File: src/rtl/alu_seq_ctrl.sv
// Sequencer that steps operands and an opcode into an external ALU from a push button, then captures the result.
// Optional button debounce is enabled by defining ALU_SEQ_CTRL_DEBOUNCE_EN.
module alu_seq_ctrl #(
  parameter int NB_DATA         = 8,
  parameter int NB_OP           = 6,
  parameter int DEBOUNCE_CYCLES = 4
) (
  input  logic               i_clk,
  input  logic               i_reset,
  input  logic [NB_DATA-1:0] i_switches,
  input  logic               i_boton,
  input  logic [NB_DATA-1:0] i_alu_res,
  input  logic               i_alu_carry,
  output logic [NB_DATA-1:0] o_dato_a,
  output logic [NB_DATA-1:0] o_dato_b,
  output logic [NB_OP-1:0]   o_op,
  output logic [NB_DATA-1:0] o_res,
  output logic               o_carry,
  output logic               o_valid,
  output logic [2:0]         o_state
);

  typedef enum logic [2:0] {
    S_LOAD_A  = 3'd0,
    S_LOAD_B  = 3'd1,
    S_LOAD_OP = 3'd2,
    S_EXEC    = 3'd3,
    S_CAPT    = 3'd4
  } state_e;

  state_e               state_q, state_d;
  logic                 sync1_q, sync2_q;
  logic                 lvl;
  logic                 lvl_prev_q, lvl_prev_d;
  logic                 step_q, step_d;
  logic [NB_DATA-1:0]   dato_a_q, dato_a_d;
  logic [NB_DATA-1:0]   dato_b_q, dato_b_d;
  logic [NB_OP-1:0]     op_q, op_d;
  logic [NB_DATA-1:0]   res_q, res_d;
  logic                 carry_q, carry_d;

  always_ff @(posedge i_clk or negedge i_reset) begin
    if (!i_reset) begin
      sync1_q <= 1'b0;
      sync2_q <= 1'b0;
    end else begin
      sync1_q <= i_boton;
      sync2_q <= sync1_q;
    end
  end

`ifdef ALU_SEQ_CTRL_DEBOUNCE_EN
  localparam int CW = (DEBOUNCE_CYCLES > 1) ? $clog2(DEBOUNCE_CYCLES) : 1;
  localparam logic [CW-1:0] CNT_LAST = CW'(DEBOUNCE_CYCLES - 1);

  logic          lvl_q, lvl_d;
  logic [CW-1:0] cnt_q, cnt_d;

  // Level flips only after the synchronized input has disagreed for DEBOUNCE_CYCLES edges in a row.
  always_comb begin
    lvl_d = lvl_q;
    cnt_d = '0;
    if (sync2_q != lvl_q) begin
      if (cnt_q == CNT_LAST) lvl_d = sync2_q;
      else                   cnt_d = cnt_q + 1'b1;
    end
  end

  always_ff @(posedge i_clk or negedge i_reset) begin
    if (!i_reset) begin
      lvl_q <= 1'b0;
      cnt_q <= '0;
    end else begin
      lvl_q <= lvl_d;
      cnt_q <= cnt_d;
    end
  end

  assign lvl = lvl_q;
`else
  assign lvl = sync2_q;
`endif

  // Registered edge detect gives a one-cycle step, 3 cycles after the raw press without debounce.
  always_comb begin
    lvl_prev_d = lvl;
    step_d     = lvl & ~lvl_prev_q;
  end

  always_comb begin
    state_d  = state_q;
    dato_a_d = dato_a_q;
    dato_b_d = dato_b_q;
    op_d     = op_q;
    res_d    = res_q;
    carry_d  = carry_q;
    case (state_q)
      S_LOAD_A:  if (step_q) begin dato_a_d = i_switches;            state_d = S_LOAD_B;  end
      S_LOAD_B:  if (step_q) begin dato_b_d = i_switches;            state_d = S_LOAD_OP; end
      S_LOAD_OP: if (step_q) begin op_d     = i_switches[NB_OP-1:0]; state_d = S_EXEC;    end
      S_EXEC:    state_d = S_CAPT;
      S_CAPT: begin
        res_d   = i_alu_res;
        carry_d = i_alu_carry;
        state_d = S_LOAD_A;
      end
      default:   state_d = S_LOAD_A;
    endcase
  end

  always_ff @(posedge i_clk or negedge i_reset) begin
    if (!i_reset) begin
      state_q    <= S_LOAD_A;
      lvl_prev_q <= 1'b0;
      step_q     <= 1'b0;
      dato_a_q   <= '0;
      dato_b_q   <= '0;
      op_q       <= '0;
      res_q      <= '0;
      carry_q    <= 1'b0;
    end else begin
      state_q    <= state_d;
      lvl_prev_q <= lvl_prev_d;
      step_q     <= step_d;
      dato_a_q   <= dato_a_d;
      dato_b_q   <= dato_b_d;
      op_q       <= op_d;
      res_q      <= res_d;
      carry_q    <= carry_d;
    end
  end

  assign o_dato_a = dato_a_q;
  assign o_dato_b = dato_b_q;
  assign o_op     = op_q;
  assign o_res    = res_q;
  assign o_carry  = carry_q;
  assign o_valid  = (state_q == S_CAPT);
  assign o_state  = state_q;

endmodule

File: config.mk
export PLATFORM = sky130hd
export DESIGN_NAME = alu_seq_ctrl
export DESIGN_NICKNAME = d
export VERILOG_FILES = /design/src/rtl/alu_seq_ctrl.sv
export SDC_FILE = /design/constraint.sdc
export NUM_CORES = 1
export LEC_CHECK = 0
export BUFFER_PORTS_ARGS = -buffer_cell sky130_fd_sc_hd__buf_4
export CAP_MARGIN = 20
export CORE_UTILIZATION = 35
export CTS_BUF_LIST = sky130_fd_sc_hd__clkbuf_4 sky130_fd_sc_hd__clkbuf_8 sky130_fd_sc_hd__clkbuf_16
export CTS_CLUSTER_DIAMETER = 100
export DETAILED_ROUTE_END_ITERATION = 8
export PLACE_DENSITY = 0.61
export SYNTH_ARGS = -nofsm -noshare
export SYNTH_HDL_FRONTEND = slang
export SYNTH_SLANG_ARGS = --single-unit
File: constraint.sdc
create_clock -name i_clk -period 4.55 [get_ports i_clk]
set_clock_uncertainty 0.15 [all_clocks]
set_input_delay 0 -clock i_clk [delete_from_list [all_inputs] [get_ports i_clk]]
set_output_delay 0 -clock i_clk [all_outputs]
set_load 0.02 [all_outputs]
==> metrics <==
outcome completed; Min Hold Slack 0.0559 ns; routed vias 966; net switching power 524 uW; Yosys reg bits 38; largest net degree at the start of global routing 39; most area-hungry cell type in the Yosys netlist dfrtp_1; minimum clock period 2.01 ns; CTS max path bufs 2; I/O Pins 55; total wire length 2920 um; Clk pwr share 0.160; Max-slew headroom 0.378; warnings from Yosys 0; Max VDD drop 0.347 mV; global route total overflow 0; clk_lat worst skew 0.28 ns; final setup vio count 0; share of cells above drive strength 1 0.598; Sw Share 0.354; number of global-route vias before repair 1034; DRT iter0 DRCs 23; RSZ-0062 raised after global routing false; placed cells 185; first-pass GRT wire length 4840 um; Leak Pwr 1.02 nW; max_cap viols 0; Seq/Total Area, Yosys 0.664; DR WL/cell 13.8 um; worst-path cell chain nor4bb_2 > mux2_2; most frequent cells in the layout buf_4 (55), dfrtp_1 (38), mux2_2 (31); Post-Layout Cell Count 212; WS Path Type flop to flop; die area 0.00435 mm2; CTS root buf clkbuf_8; initial core utilization 0.377; Req. time, crit path 4.57 ns; NumNets Final 183; Slew Viols, Final 0; largest cells by area after synthesis dfrtp_1 (66%), mux2_2 (24%), nor4b_4 (1.7%), buf_2 (1.0%), and4bb_2 (0.87%); most common cell after layout, fill and taps aside buf_4; crit-path max cell delay 0.86 ns; Worst setup EP type flop; CTS H-tree lvls 2; Slowest-stage cell, CP nor4bb_2; chip width 66.0 um; site row count 22; setup bufs post-CTS 0; GPL Wtd Cong 0.701; PwrDens 682 mW/mm2; core area 0.00380 mm2; syn avg cell area 16.7 um2; Yosys top cell area share 0.664; Final Instance Area 0.00217 mm2; mapped cell area 0.00143 mm2; drt pass-1 iters 4; CP arrival 2.03 ns; IO Port Bufs 54; post-route ant nets 0; Area after DPL 0.00189 mm2; Setup TNS 0 ns; Startpoint Class flop; hold-fix buffers at CTS 19; post-detail-place hpwl 2020 um; post-synthesis cell type count 15; CTS tree built; Int Power 956 uW; critical path peak fanout 9; Comb pwr share 0.445; n_diodes 0; cells after synthesis 86; Synthesized Nets 106; initial antenna violation count 0; Num CTS Buffers 5; residual DRC count 0; post-layout util 0.571; Final Hold Fails 0; GRT Total Usage 0.152; flip-flop and latch area 951 um2; Via-to-Cell Ratio 4.56; multi-input logic area 462 um2; Tcrit/Tclk final 0.442; area grow syn2layout 51.5%; Seq pwr share 0.396; Worst-Margin Slew 0.919 ns; CTS clk-pin slew, worst paths 0.07 ns; Fillers 325; Die Y 66.0 um; Hold WC Path Type input port to asynchronous set/reset pin; # resized after CTS 0; fmax 497 MHz; TritonCTS Sinks 38
==> Yosys cell counts (all sizes together) <==
| cell | count |
|---|---|
| mux2 | 31 |
| nand2 | 1 |
| nand2b | 2 |
| nor2b | 1 |
| nor4b | 1 |
| buf | 4 |
| nor3b | 1 |
| or3b | 1 |
| nor2 | 1 |
| nand3b | 1 |
| nor4bb | 1 |
| and4bb | 1 |
| a21oi | 2 |
| dfrtp | 38 |
==> power groups by stage <==
stage,clock network (mW),logic (mW),registers (mW)
after global placement,0,0.644,0.582
after CTS,0.246,0.667,0.588
final,0.236,0.658,0.586
after global routing,0.260,0.698,0.611
after detailed placement,0,0.654,0.593
after floorplan,0,0.197,0.754
==> through the flow <==
| stage | setup slack [ns] | power, mW |
|---|---|---|
| finish | 2.54 | 1.48 |
| global route | 2.36 | 1.57 |
| CTS | 2.49 | 1.50 |
| detailed placement | 2.49 | 1.25 |
| global placement | 2.57 | 1.23 |
| floorplan | 2.83 | 0.950 |
==> registers in the layout, summed over array words and instances (netlist names) <==
signal      count
o_op            6
lvl_prev_q      1
o_res           8
o_state         3
o_dato_a        8
lvl             1
step_q          1
o_carry         1
o_dato_b        8
sync1_q         1
==> layer usage <==
layer | track usage | up-vias | part of all wire
met2 | 0.250 | 20 | 0.55
met5 | 0 | - | 0
met3 | 0.0638 | 2 | 0.044
li1 | - | 457 | -
met1 | 0.176 | 487 | 0.40
met4 | 0.0559 | 0 | 0.0069
==> kinds of logic (layout without fill, tap and decap cells) <==
group,after synthesis,after routing,share of synthesized area
muxes,31,31,0.244
AOI/OAI and AO/OA,2,2,0.00699
DFF,38,38,0.664
and+or+nand+nor,11,11,0.0672
buffers and inverters,4,82,0.0183
==> worst max-delay path, delay by kind of cell (launching register included) <==
family | cells | cell delay (ns)
AND/OR/NAND/NOR | 1 | 0.86
multiplexers | 1 | 0.41
flip-flops | 1 | 0.48
==> path summary, 6_finish.rpt <==
check,start,endpoint,slack [ns],cells past startpoint
hold reg to reg,sync1_q,lvl,0.20,0
setup reg to reg,o_state[1],o_dato_b[0],2.54,2
max in group asynchronous,i_reset,o_res[7],3.86,2
setup / recovery,o_state[1],o_dato_b[0],2.54,2
hold / removal,i_reset,o_dato_b[1],0.06,2
min in group i_clk,sync1_q,lvl,0.20,0
==> layout make-up <==
class,instances,share of cell area
repair buffers,74,0.278
flip-flops and latches,38,0.438
multi-input cells,44,0.213
well taps,48,0.0277
clock buffers,7,0.0415
clock inverters,1,0.00231
Note: power is estimated with default switching activity, not from simulation.
